### config.mk
export PLATFORM = sky130hd
export DESIGN_NAME = synapse_integrator_flat
export DESIGN_NICKNAME = d
export VERILOG_FILES = /design/src/rtl/snn_pkg.sv /design/src/rtl/synapse_integrator_if.sv /design/src/rtl/spike_weight_sum.sv /design/src/rtl/synapse_integrator.sv /design/src/flat_wrapper.sv
export SDC_FILE = /design/constraint.sdc
export NUM_CORES = 1
export LEC_CHECK = 0
export BUFFER_PORTS_ARGS = -buffer_cell sky130_fd_sc_hd__buf_4
export CORE_ASPECT_RATIO = 0.75
export CORE_UTILIZATION = 55
export DETAILED_ROUTE_END_ITERATION = 12
export PLACE_DENSITY_LB_ADDON = 0.3
export RECOVER_POWER = 50
export SYNTH_ARGS = -nofsm -noshare
export SYNTH_HDL_FRONTEND = slang
export SYNTH_SLANG_ARGS = --single-unit
### constraint.sdc
create_clock -name clk -period 10.9 [get_ports clk]
set_input_delay 0.545 -clock clk [delete_from_list [all_inputs] [get_ports clk]]
set_output_delay 0.545 -clock clk [all_outputs]
set_load 0.05 [all_outputs]
### src/rtl/snn_pkg.sv
`default_nettype none
// ============================================================================
// Package     : snn_pkg
// Description : Shared types and helpers for the spiking-neuron datapath
//               (synaptic current width, spike vector, saturating add).
// Revision    : 1.0 - initial release
// ============================================================================
package snn_pkg;

    localparam int ISYN_W        = 8;
    localparam int SPIKE_VEC_MAX = 8;
    localparam int SUM_W_MAX     = 16;

    typedef logic [ISYN_W-1:0]        isyn_t;
    typedef logic [SPIKE_VEC_MAX-1:0] spike_vec_t;

    typedef struct packed {
        isyn_t value;
        logic  clipped;
    } sat_res_t;

    // Unsigned add of a current and a non-negative weight sum, clipped to isyn_t.
    function automatic sat_res_t sat_add_u(input isyn_t a, input logic [SUM_W_MAX-1:0] b);
        logic [SUM_W_MAX:0] total;
        sat_res_t           r;
        total = {{(SUM_W_MAX+1-ISYN_W){1'b0}}, a} + {1'b0, b};
        if (total > {{(SUM_W_MAX+1-ISYN_W){1'b0}}, {ISYN_W{1'b1}}}) begin
            r.value   = '1;
            r.clipped = 1'b1;
        end else begin
            r.value   = total[ISYN_W-1:0];
            r.clipped = 1'b0;
        end
        return r;
    endfunction

endpackage
`default_nettype wire

### src/rtl/synapse_integrator_if.sv
`default_nettype none
// ============================================================================
// Interface   : synapse_integrator_if
// Description : Weight-write handshake bus (valid/ready, index, value).
// Revision    : 1.0 - initial release
// ============================================================================
interface synapse_integrator_if #(
    parameter int N_IN    = 4,
    parameter int W_WIDTH = 8
);
    logic                    wr_valid;
    logic                    wr_ready;
    logic [$clog2(N_IN)-1:0] wr_addr;
    logic [W_WIDTH-1:0]      wr_data;

    modport master (output wr_valid, output wr_addr, output wr_data, input  wr_ready);
    modport slave  (input  wr_valid, input  wr_addr, input  wr_data, output wr_ready);
endinterface
`default_nettype wire

### src/rtl/spike_weight_sum.sv
`default_nettype none
// ============================================================================
// Module      : spike_weight_sum
// Description : Weight bank with write handshake and a combinational sum of
//               the weights selected by spike_in. SYN_INHIBIT_EN makes the
//               weights signed (sign-extended into the sum).
// Revision    : 1.0 - initial release
// ============================================================================
module spike_weight_sum
    import snn_pkg::*;
#(
    parameter int N_IN    = 4,
    parameter int W_WIDTH = 8,
    parameter int SUM_W   = W_WIDTH + $clog2(N_IN) + 1
) (
    input  logic                 clk,
    input  logic                 rst_n,
    input  logic [N_IN-1:0]      spike_in,
    synapse_integrator_if.slave  wr,
    output logic [SUM_W-1:0]     sum
);

    logic [W_WIDTH-1:0] weight_q [N_IN];
    logic [W_WIDTH-1:0] weight_d [N_IN];
    logic               wr_ready_q;
    logic               wr_ready_d;
    logic               accept;

    assign wr.wr_ready = wr_ready_q;

    // The cycle after an accept is the commit slot, so ready drops for one cycle.
    always_comb begin
        accept     = wr.wr_valid && wr_ready_q;
        wr_ready_d = !accept;
        weight_d   = weight_q;
        if (accept) begin
            weight_d[wr.wr_addr] = wr.wr_data;
        end
    end

    // Reads the registered bank, so a same-cycle write is seen one cycle later.
    always_comb begin
        sum = '0;
        for (int k = 0; k < N_IN; k++) begin
            if (spike_in[k]) begin
`ifdef SYN_INHIBIT_EN
                sum = sum + {{(SUM_W-W_WIDTH){weight_q[k][W_WIDTH-1]}}, weight_q[k]};
`else
                sum = sum + {{(SUM_W-W_WIDTH){1'b0}}, weight_q[k]};
`endif
            end
        end
    end

    always_ff @(posedge clk or negedge rst_n) begin
        if (!rst_n) begin
            wr_ready_q <= 1'b1;
            for (int k = 0; k < N_IN; k++) begin
                weight_q[k] <= '0;
            end
        end else begin
            wr_ready_q <= wr_ready_d;
            for (int k = 0; k < N_IN; k++) begin
                weight_q[k] <= weight_d[k];
            end
        end
    end

endmodule
`default_nettype wire

### src/rtl/synapse_integrator.sv
`default_nettype none
// ============================================================================
// Module      : synapse_integrator
// Description : Accumulates spike-weighted synaptic current with prescaled
//               exponential decay and saturation; feeds a LIF neuron's Isyn.
//               Optional macro SYN_INHIBIT_EN: signed (inhibitory) weights
//               with clamping at zero as well as at full scale.
// Revision    : 1.0 - initial release
// ============================================================================
module synapse_integrator
    import snn_pkg::*;
#(
    parameter int N_IN         = 4,
    parameter int W_WIDTH      = 8,
    parameter int I_WIDTH      = ISYN_W,
    parameter int DECAY_SHIFT  = 2,
    parameter int DECAY_PERIOD = 4
) (
    input  logic                 clk,
    input  logic                 rst_n,
    input  logic                 ena,
    input  logic [N_IN-1:0]      spike_in,
    synapse_integrator_if.slave  wr,
    output logic [I_WIDTH-1:0]   isyn,
    output logic                 sat
);

    localparam int               SUM_W    = W_WIDTH + $clog2(N_IN) + 1;
    localparam int               CNT_W    = (DECAY_PERIOD > 1) ? $clog2(DECAY_PERIOD) : 1;
    localparam logic [CNT_W-1:0] CNT_LAST = CNT_W'(DECAY_PERIOD - 1);

    logic [SUM_W-1:0]   spike_sum;
    logic [CNT_W-1:0]   cnt_q, cnt_d;
    logic [I_WIDTH-1:0] isyn_q, isyn_d;
    logic [I_WIDTH-1:0] base;
    logic               sat_q, sat_d;
    logic               decay_tick;

`ifdef SYN_INHIBIT_EN
    localparam int TOT_W = ((I_WIDTH + 1 > SUM_W) ? I_WIDTH + 1 : SUM_W) + 1;
    localparam logic signed [TOT_W-1:0] I_MAX = $signed({{(TOT_W-I_WIDTH){1'b0}}, {I_WIDTH{1'b1}}});
    logic signed [TOT_W-1:0] total;
`else
    sat_res_t res;
`endif

    spike_weight_sum #(
        .N_IN    (N_IN),
        .W_WIDTH (W_WIDTH),
        .SUM_W   (SUM_W)
    ) u_spike_weight_sum (
        .clk      (clk),
        .rst_n    (rst_n),
        .spike_in (spike_in),
        .wr       (wr),
        .sum      (spike_sum)
    );

    always_comb begin
        decay_tick = ena && (cnt_q == CNT_LAST);
        // Small values shift to zero and therefore never decay below themselves.
        base   = decay_tick ? (isyn_q - (isyn_q >> DECAY_SHIFT)) : isyn_q;
        cnt_d  = cnt_q;
        isyn_d = isyn_q;
        sat_d  = sat_q;
`ifdef SYN_INHIBIT_EN
        total = $signed({{(TOT_W-I_WIDTH){1'b0}}, base})
              + $signed({{(TOT_W-SUM_W){spike_sum[SUM_W-1]}}, spike_sum});
`else
        res = sat_add_u(isyn_t'(base), {{(SUM_W_MAX-SUM_W){1'b0}}, spike_sum});
`endif
        if (ena) begin
            cnt_d = decay_tick ? '0 : cnt_q + 1'b1;
`ifdef SYN_INHIBIT_EN
            if (total < 0) begin
                isyn_d = '0;
                sat_d  = 1'b1;
            end else if (total > I_MAX) begin
                isyn_d = '1;
                sat_d  = 1'b1;
            end else begin
                isyn_d = total[I_WIDTH-1:0];
                sat_d  = 1'b0;
            end
`else
            isyn_d = I_WIDTH'(res.value);
            sat_d  = res.clipped;
`endif
        end
    end

    always_ff @(posedge clk or negedge rst_n) begin
        if (!rst_n) begin
            cnt_q  <= '0;
            isyn_q <= '0;
            sat_q  <= 1'b0;
        end else begin
            cnt_q  <= cnt_d;
            isyn_q <= isyn_d;
            sat_q  <= sat_d;
        end
    end

    assign isyn = isyn_q;
    assign sat  = sat_q;

endmodule
`default_nettype wire
### src/flat_wrapper.sv
// flat-port wrapper written by rule: the top's interface ports become plain ports
module synapse_integrator_flat import snn_pkg::*;
#(
    parameter int N_IN         = 4,
    parameter int W_WIDTH      = 8,
    parameter int I_WIDTH      = ISYN_W,
    parameter int DECAY_SHIFT  = 2,
    parameter int DECAY_PERIOD = 4
)
  (clk, rst_n, ena, spike_in, isyn, sat, wr_wr_valid, wr_wr_addr, wr_wr_data, wr_wr_ready);
  synapse_integrator_if #(.N_IN(N_IN), .W_WIDTH(W_WIDTH)) wr_i ();
  input  logic clk;
  input  logic rst_n;
  input  logic ena;
  input  logic [N_IN-1:0] spike_in;
  output logic [I_WIDTH-1:0] isyn;
  output logic sat;
  input wire logic [$bits(wr_i.wr_valid)-1:0] wr_wr_valid;
  input wire logic [$bits(wr_i.wr_addr)-1:0] wr_wr_addr;
  input wire logic [$bits(wr_i.wr_data)-1:0] wr_wr_data;
  output wire logic [$bits(wr_i.wr_ready)-1:0] wr_wr_ready;
  assign wr_i.wr_valid = wr_wr_valid;
  assign wr_i.wr_addr = wr_wr_addr;
  assign wr_i.wr_data = wr_wr_data;
  assign wr_wr_ready = wr_i.wr_ready;
  synapse_integrator #(.N_IN(N_IN), .W_WIDTH(W_WIDTH), .I_WIDTH(I_WIDTH), .DECAY_SHIFT(DECAY_SHIFT), .DECAY_PERIOD(DECAY_PERIOD)) u_core (.clk(clk), .rst_n(rst_n), .ena(ena), .spike_in(spike_in), .wr(wr_i), .isyn(isyn), .sat(sat));
endmodule
==> out/metrics.cfg <==
[outcome]
violations = max-capacitance violations, max-slew violations
status = finished, violations left

[synth]
syn_inst = 362
synth.distinct_cells = 47
synth-seq-area-share_pct = 30.5
synth_edf_count = 0
synth_flop_cell = dfrtp_1
ys_ff_latch = 44
synthArstFlopShare_pct = 100
ys_warn_count = 0
synth.avg_cell_area_sq_um = 9.98
syn_area_sq_um = 3610
syn-num-nets = 424

[hold_path]
worstHoldPathType = input port to flop
hold_depth = 2
whs_endpoint = u_core.u_spike_weight_sum.wr.wr_ready$_DFF_PN1_
hp-start = wr_wr_valid

[drt]
drtIter0Drc = 131
drt-vias-per-instance = 5.72
num_vias = 2711
first_pass_iters = 4
antenna_left = 0
routed_wl_microns = 7130
drc = 0
avgRoutedWirePerCell_microns = 15.1

[clock_tree]
cts_setup_buffers = 0
ctsHoldBuffers = 0
clock_tree.buffer_depth = 2
cts_buffers = 5
tritoncts = done
clkTransAtPathRegs_ns = 0.09
clock_latency_ns = 0.30
root_buffer = clkbuf_8
cts-resized-gates = 0
htree_num_levels = 2
cts.sinks = 44

[floorplan]
core_sq_um = 6320
die_w_microns = 95.6
start_util_pct = 57.1
ioPinCount = 28
die_area_sq_um = 6900
dieHeight_microns = 72.2
rows = 25

[global_routing]
grt_pass1_wl_microns = 12100
globalRoute.totalOverflow = 0
grt_usage_pct = 22.3
antenna_found_initial = 0
grt_max_degree = 45
grt_pass1_vias = 2644

[pwr]
power_switching_mw = 0.559
p_seq_share_pct = 19.2
power_density_nw_per_um2 = 316
power_frac_clock_pct = 10.6
internal_power_mw = 0.709
pwr-share-comb_pct = 70.2
vdd_ir_drop_max_uv = 143
switching_share_pct = 44.1
p_leak_nw = 1.87

[placed_design]
portBuffers = 27
place_congestion = 0.847
dp_hpwl_microns = 5670
dpl_worst_slack_ns = 4.72

[critical_path]
end_kind = flop
r2r-end = u_core.isyn[1]$_DFFE_PN0P_
crit_required_ns = 11.09
worst-setup-path-type = flop to flop
cpMostUsedCell = ha_1
cp_max_fo = 9
slowest_stage = fa_1
worstPathArrival_ns = 6.12
start_kind = flop
critPathMaxStageDelay_ns = 0.43
worst-r2r-setup-slack_ns = 4.97
reg2reg_from = u_core.u_spike_weight_sum.weight_q[24]$_DFFE_PN0P_
r2r_cells = 28

[layout]
diodes = 0
drive_above_1_share_pct = 21.4
syn_to_final_growth_pct = 11.2
finalNetCount = 454

[sta]
final_max_slew_viol_count = 45
relSlewSlack_pct = -59.3
setup_viol = 0
fin_crit_sh_pct = 54.4
fin_skew_ns = 0.00589
hold_violations = 0
tightest_slew_ns = 2.39
max_freq_ghz = 0.169
rsz0062_at_grt = no
setup_ws_ns = 4.97
fin_setup_tns_ns = 0
min_period_ns = 5.93

[run]
max_cap_viol_count = 1

metal layers:
layer / GRT usage [%] / share of wire (%)
met1: 32.8 / 53
met2: 34.8 / 44
met3: 3.67 / 2.6
met4: 4.48 / 0.80
met5: 0 / 0
cell families (layout without fill, tap and decap cells):
kind of cell / Yosys count / count (layout) / share of synthesized area (%)
AOI/OAI and AO/OA: 85 / 85 / 16.3
xor gates and xnor gates: 30 / 30 / 7.48
adders and majority gates: 45 / 45 / 16.6
buffers and inverters: 20 / 51 / 2.08
DFF: 44 / 44 / 30.5
muxes: 50 / 50 / 15.5
and+or+nand+nor: 88 / 88 / 11.5
cell usage in the layout (no fill, tap or decap), types with 6 or more instances in the layout:
cell type,n
nor2_1,32
xor2_1,8
clkbuf_8,6
a21o_1,15
o22a_1,8
a21oi_1,18
inv_1,15
xnor2_1,21
o21ai_0,19
mux2_2,44
o21a_1,6
dfrtp_1,43
buf_4,25
ha_1,39
nand2_1,24
power groups by stage:
| stage | Combinational, mW | Clock, mW | Sequential (mW) |
|---|---|---|---|
| after global routing | 1.00 | 0.143 | 0.249 |
| after floorplan | 0.689 | 0 | 0.279 |
| after CTS | 0.893 | 0.138 | 0.243 |
| after detailed placement | 0.885 | 0 | 0.247 |
| after global placement | 0.862 | 0 | 0.245 |
| final | 0.890 | 0.135 | 0.244 |
critical path: cells and delay by family (launching register included):
kind	cells	cell delay [ns]
multiplexers	2	0.51
flip-flops	1	0.39
adder cells (fa/ha/maj)	5	1.60
AND/OR/NAND/NOR	7	0.85
AO/OA/AOI/OAI	12	2.23
XOR/XNOR	2	0.25
worst max-delay path by stage:
stage	endpoint	cells after the start	startpoint	slack (ns)
2_1_floorplan	u_core.isyn[1]$_DFFE_PN0P_	28	spike_in[0]	5.38
3_3_place_gp	u_core.isyn[7]$_DFFE_PN0P_	29	spike_in[0]	4.95
3_5_place_dp	u_core.isyn[5]$_DFFE_PN0P_	29	spike_in[0]	4.72
4_1_cts	u_core.isyn[1]$_DFFE_PN0P_	28	u_core.u_spike_weight_sum.weight_q[24]$_DFFE_PN0P_	5.00
5_1_grt	u_core.isyn[5]$_DFFE_PN0P_	29	u_core.u_spike_weight_sum.weight_q[24]$_DFFE_PN0P_	4.55
6_report	u_core.isyn[1]$_DFFE_PN0P_	28	u_core.u_spike_weight_sum.weight_q[24]$_DFFE_PN0P_	4.97
registers in the layout, indices dropped and copies added, names as in the netlist:
name                                   flops
u_core.u_spike_weight_sum.weight_q        32
u_core.cnt_q                               2
u_core.sat                                 1
u_core.isyn                                8
u_core.u_spike_weight_sum.wr.wr_ready      1
through the flow:
stage               cell area, sq um  hold slack (ns)  total power [mW]  util, %  std cells
global placement                3900            0.473              1.11     61.8        466
CTS                             4030            0.261              1.27     63.7        474
floorplan                       3610            0.249             0.968        -        362
finish                          4010            0.429              1.27     63.5        474
detailed placement              3900            0.474              1.13     61.8        466
global route                    4010            0.436              1.39     63.5        474
cells in the mapped netlist (4+ instances only):
library cell / count / area (sq um)
nor2b_1: 5 / 31.3
xnor2_1: 21 / 184
a211oi_1: 5 / 37.5
nand2b_1: 4 / 25.0
inv_1: 15 / 56.3
xor2_1: 8 / 70.1
and2_1: 4 / 25.0
mux2_2: 44 / 495
nor2_1: 32 / 120
o21ai_0: 19 / 95.1
a21oi_1: 18 / 90.1
clkbuf_1: 5 / 18.8
o22a_1: 8 / 70.1
nand2_1: 24 / 90.1
nand3_1: 4 / 20.0
mux2i_1: 5 / 50.1
dfrtp_1: 43 / 1080
o21a_1: 6 / 45.0
ha_1: 39 / 488
fa_1: 5 / 100
a21o_1: 15 / 113
final cells by class:
cell class	count	area, sq um
multi-input cells	298	2430
fillers	533	2300
flip-flops and latches	44	1100
repair buffers	28	199
well taps	81	101
clock buffers	6	82.6
inverters	15	56.3
clock inverters	2	38.8
Power figures use the tool's default switching activity.
